### src/rtl/io_out_sequencer.sv
// Serial-controlled output sequencer for the nine connector output lines.
// Optional watchdog enabled by defining IO_OUT_WDT_EN.
module io_out_sequencer #(
   parameter logic [8:0]  SAFE_VALUE = 9'h000,
   parameter int unsigned WDT_CYCLES = 1000000
) (
   input  logic       CLK,
   input  logic       RST_N,
   input  logic       CSN,
   input  logic       SCK,
   input  logic       MOSI,
   output logic [8:0] IO_OUT,
   output logic       FRAME_ERR,
   output logic       WDT_TRIP
);

   typedef enum logic [1:0] {
      IDLE,
      SHIFT,
      EXEC
   } state_t;

   localparam logic [2:0] CMD_WRITE  = 3'b001;
   localparam logic [2:0] CMD_COMMIT = 3'b010;
   localparam logic [2:0] CMD_WRCOM  = 3'b011;
   localparam logic [2:0] CMD_SAFE   = 3'b100;

   state_t      state_q, state_d;
   logic [2:0]  csn_q, sck_q;
   logic [1:0]  mosi_q;
   logic [11:0] frame_q, frame_d;
   logic [3:0]  cnt_q, cnt_d;
   logic [8:0]  shadow_q, shadow_d;
   logic [8:0]  out_q, out_d;
   logic        err_q, err_d;
   logic        accept, clr_trip, wdt_fire;
   logic        csn_fall, csn_rise, sck_rise;
   logic [2:0]  cmd;
   logic [8:0]  data;

   // [0],[1] synchronize, [2] holds the previous synchronized value
   always_ff @(posedge CLK or negedge RST_N) begin
      if (!RST_N) begin
         csn_q  <= 3'b111;
         sck_q  <= 3'b000;
         mosi_q <= 2'b00;
      end else begin
         csn_q  <= {csn_q[1:0], CSN};
         sck_q  <= {sck_q[1:0], SCK};
         mosi_q <= {mosi_q[0], MOSI};
      end
   end

   assign csn_fall = csn_q[2] & ~csn_q[1];
   assign csn_rise = ~csn_q[2] & csn_q[1];
   assign sck_rise = ~sck_q[2] & sck_q[1];
   assign cmd      = frame_q[11:9];
   assign data     = frame_q[8:0];

   always_ff @(posedge CLK or negedge RST_N) begin
      if (!RST_N) begin
         state_q  <= IDLE;
         frame_q  <= '0;
         cnt_q    <= '0;
         shadow_q <= SAFE_VALUE;
         out_q    <= SAFE_VALUE;
         err_q    <= 1'b0;
      end else begin
         state_q  <= state_d;
         frame_q  <= frame_d;
         cnt_q    <= cnt_d;
         shadow_q <= shadow_d;
         out_q    <= wdt_fire ? SAFE_VALUE : out_d;
         err_q    <= err_d;
      end
   end

   always_comb begin
      state_d  = state_q;
      frame_d  = frame_q;
      cnt_d    = cnt_q;
      shadow_d = shadow_q;
      out_d    = out_q;
      err_d    = 1'b0;
      accept   = 1'b0;
      clr_trip = 1'b0;
      unique case (state_q)
         IDLE: begin
            if (csn_fall) begin
               cnt_d   = '0;
               state_d = SHIFT;
            end
         end
         SHIFT: begin
            if (sck_rise) begin
               frame_d = {frame_q[10:0], mosi_q[1]};
               if (cnt_q != 4'd13)
                  cnt_d = cnt_q + 4'd1;
            end
            if (csn_rise)
               state_d = EXEC;
         end
         EXEC: begin
            state_d = IDLE;
            if (cnt_q == 4'd12) begin
               accept = 1'b1;
               case (cmd)
                  CMD_WRITE: shadow_d = data;
                  CMD_COMMIT: begin
                     out_d    = shadow_q;
                     clr_trip = 1'b1;
                  end
                  CMD_WRCOM: begin
                     shadow_d = data;
                     out_d    = data;
                     clr_trip = 1'b1;
                  end
                  CMD_SAFE: out_d = SAFE_VALUE;
                  default:  accept = 1'b0;
               endcase
            end
            err_d = ~accept;
         end
         default: state_d = IDLE;
      endcase
   end

`ifdef IO_OUT_WDT_EN
   logic [24:0] wdt_q;
   logic        trip_q;
   logic        expire;

   assign expire   = (wdt_q == 25'(WDT_CYCLES - 1));
   // an accepted frame on the expiry cycle takes priority over the trip
   assign wdt_fire = expire & ~accept;

   always_ff @(posedge CLK or negedge RST_N) begin
      if (!RST_N) begin
         wdt_q  <= '0;
         trip_q <= 1'b0;
      end else begin
         if (accept || expire)
            wdt_q <= '0;
         else
            wdt_q <= wdt_q + 25'd1;
         if (wdt_fire)
            trip_q <= 1'b1;
         else if (clr_trip)
            trip_q <= 1'b0;
      end
   end

   assign WDT_TRIP = trip_q;
`else
   logic wdt_unused;

   assign wdt_unused = (^WDT_CYCLES) ^ clr_trip;
   assign wdt_fire   = 1'b0;
   assign WDT_TRIP   = 1'b0;
`endif

   assign IO_OUT    = out_q;
   assign FRAME_ERR = err_q;

endmodule
### config.mk
export PLATFORM = sky130hd
export DESIGN_NAME = io_out_sequencer
export DESIGN_NICKNAME = d
export VERILOG_FILES = /design/src/rtl/io_out_sequencer.sv
export SDC_FILE = /design/constraint.sdc
export NUM_CORES = 1
export LEC_CHECK = 0
export ABC_AREA = 0
export BUFFER_PORTS_ARGS = -buffer_cell sky130_fd_sc_hd__clkbuf_2
export CORE_MARGIN = 2
export CORE_UTILIZATION = 53
export CTS_CLUSTER_DIAMETER = 200
export DETAILED_ROUTE_END_ITERATION = 6
export PLACE_DENSITY = 0.83
export SLEW_MARGIN = 0
export SYNTH_ARGS = -nofsm -noshare
export SYNTH_HDL_FRONTEND = slang
export SYNTH_SLANG_ARGS = --single-unit
### constraint.sdc
create_clock -name CLK -period 1.7 [get_ports CLK]
set_input_delay 0.17 -clock CLK [delete_from_list [all_inputs] [get_ports CLK]]
set_output_delay 0.17 -clock CLK [all_outputs]
set_load 0.005 [all_outputs]
==> results_dict.tcl <==
set metrics [dict create \
    antenna_found_initial 0 \
    reg2reg_from "cnt_q[1]" \
    worstMarginPinSlew_ps 547 \
    drt_iter0_markers 120 \
    place_area_um2 2250 \
    holdWs_ps 357 \
    die_w_um 65.8 \
    fp.coreArea_um2 3660 \
    synth_top_area_share_pct 51.9 \
    yosysUniqueCellTypes 35 \
    timing.final.crit_period_ps 1770 \
    path_max_fanout 5 \
    p_leak_nw 1.10 \
    synth-compound-area-share_pct 11.3 \
    clockPowerShare_pct 26.2 \
    max_stage_delay_ps 510 \
    insertion_delay_ps 300 \
    instances_no_fill 249 \
    clk_path_buf_depth 2 \
    ir_worst_vdd_mv 0.759 \
    vias 1440 \
    layout_commonest_cell "dfrtp_1" \
    dpl.hpwl_um 2590 \
    hold_path_class "flip-flop to flip-flop" \
    worst_clock_skew_ps 8.30 \
    syn_area_per_cell_um2 12.7 \
    cts.clk_slew.worst_paths_ps 80 \
    final.setup.tns_ps -496 \
    setup_violations 10 \
    combPwrFrac_pct 19.3 \
    worstPathRequired_ps 1880 \
    place_congestion 0.769 \
    finalCritPeriodShare_pct 104 \
    synthXorXnorAreaFrac_pct 0 \
    grt_max_degree 46 \
    hold_viol 0 \
    wl_um 4050 \
    synth_warnings 0 \
    rsz0062_at_grt "yes" \
    setup_slack_ps -65.3 \
    drcViolationCount 0 \
    crit_path_top_delay_cell "or4b_4" \
    final_antenna_net_count 0 \
    cp-start-kind "flip-flop" \
    end_kind "flip-flop" \
    crit_family "simple AND/OR/NAND/NOR gates" \
    die_h_um 65.8 \
    synth_fp_nets 167 \
    power_frac_seq_pct 54.5 \
    syn_area_um2 2030 \
    synth_top_family_by_area "multiplexers" \
    clkSinkCount 45 \
    synth_fa_ha_area_share_pct 1.85 \
    fp.dieArea_um2 4330 \
    drtPass1Iterations 5 \
    antennaDiodeCount 0 \
    crit_chain "inv_2, ha_4, nand3_4, or4b_4, buf_6, mux2_4" \
    total_power_mw 2.42 \
    slew-limit-headroom_pct 63.5 \
    seq_area_frac_synth_pct 55.7 \
    final_util_pct 68.3 \
    nets 208 \
    vias_per_cell 5.78 \
    fmax_mhz 566 \
    fillers 248 \
    synth_area_leader_cell "dfrtp_1" \
    yosys.area_share.simple_pct 8.46 \
    hp-start "sck_q[0]" \
    outcome "finished with violations" \
    critPathKind "flip-flop to flip-flop" \
    place_ws_ps -134 \
    area_delta_synth_final_pct 23.4 \
    switching_power_uw 662 \
    finalMaxSlewViolations 0 \
    tritoncts "yes" \
    maxCapViolations 0 \
    final_area_um2 2500 \
    io_pins 16 \
    first_global_vias 1418 \
    initial_utilization_pct 55.4 \
    synthTopCellsByArea "dfrtp_1 (52%), mux2_4 (6.7%), mux2_2 (6.1%)" \
    port_buffers 14 \
    switching_share_pct 27.4 \
    synthCells 159 \
    dp.cells 228 \
    power-per-cell-area_nw_per_um2 967 \
    track_usage_pct 20.9 \
    mostFrequentLayoutCells "dfrtp_1 (42), buf_4 (21), clkbuf_2 (14)" \
    synth.area.mux_share_pct 17.2 \
    root_buffer "clkbuf_8" \
    startpoint "cnt_q[1]" \
    worstPathArrival_ps 1950 \
    htreeDepth 2 \
    gr-total-overflow 0 \
    path_buf_inv 2 \
    violations "negative setup slack" \
    drive_gt1_share_pct 40.8 \
    wl_per_cell_um 16.3 \
    grt_pass1_wl_um 6720 \
    rows 22 \
    internal_power_mw 1.76 \
    synth-seq-cells 45 \
    numCtsBuffers 5 \
]
[registers in the layout, indices dropped and copies added, names as in the netlist]
signal and count:
cnt_q 4, frame_q 12, state_q 2, sck_q 3
FRAME_ERR 1, shadow_q 9, mosi_q 2, IO_OUT 9
csn_q 3
[worst paths after layout]
check                                   end  slack (ps)  depth (start not counted)
max in group asynchronous          csn_q[1]         830                          3
worst min register to register     sck_q[1]         360                          0
worst min-delay path               sck_q[1]         360                          0
min in group asynchronous          cnt_q[0]         490                          3
worst max register to register  shadow_q[4]         -70                          6
worst max-delay path            shadow_q[4]         -70                          6
[per-layer routing]
layer / vias to the layer above / track usage, % / wire, um
met5: - / 0 / 0
met4: 0 / 9.11 / 117
li1: 660 / - / -
met3: 12 / 6.47 / 196
met1: 727 / 28.9 / 1770
met2: 41 / 30.4 / 1970
[kinds of logic after synthesis]
group | Yosys count
AOI/OAI and AO/OA | 32
DFF | 45
other | 1
adders and majority gates | 3
and+or+nand+nor | 25
buffers and inverters | 24
muxes | 29
[layout make-up]
type	instances	area (um2)	share of cell area (%)
sequential	45	1130	45.2
clock inverter	1	7.51	0.300
clock buffer	7	76.3	3.05
timing repair buffer	43	322	12.9
inverter	14	52.6	2.10
multi-input combinational	91	853	34.1
tap	48	60.1	2.40
[power by group through the flow]
| stage | sequential [mW] | clock (mW) | combinational, mW |
|---|---|---|---|
| after detailed placement | 1.34 | 0 | 0.383 |
| after CTS | 1.32 | 0.647 | 0.462 |
| after global placement | 1.33 | 0 | 0.362 |
| after floorplan | 1.30 | 0 | 0.223 |
| after global routing | 1.34 | 0.705 | 0.518 |
| final | 1.32 | 0.633 | 0.466 |
[synthesized netlist by cell type (all sizes together)]
library cell and n:
a21boi 1, a21oi 3, a222oi 9, and3 2
and4bb 1, buf 7, clkbuf 3, conb 1
dfrtp 42, dfstp 3, ha 3, inv 14
mux2 20, mux2i 9, nand2 4, nand2b 4
nand3 1, nand3b 2, nand4bb 1, nor2 1
nor3 3, nor4 1, o211ai 4, o21a 1
o21ai 12, o21ba 1, o311ai 1, or3 1
or4 2, or4b 2
[timing repair]
action / in CTS / in global routing
setup endpoints to repair: 18 / 21
buffers inserted: 6 / 1
gates cloned: 1 / 1
pin swaps: 4 / 8
hold buffers: 4 / 0
gates resized for setup: 11 / 7
endpoints found under the hold margin: 45 / 0
Power figures use the tool's default switching activity.
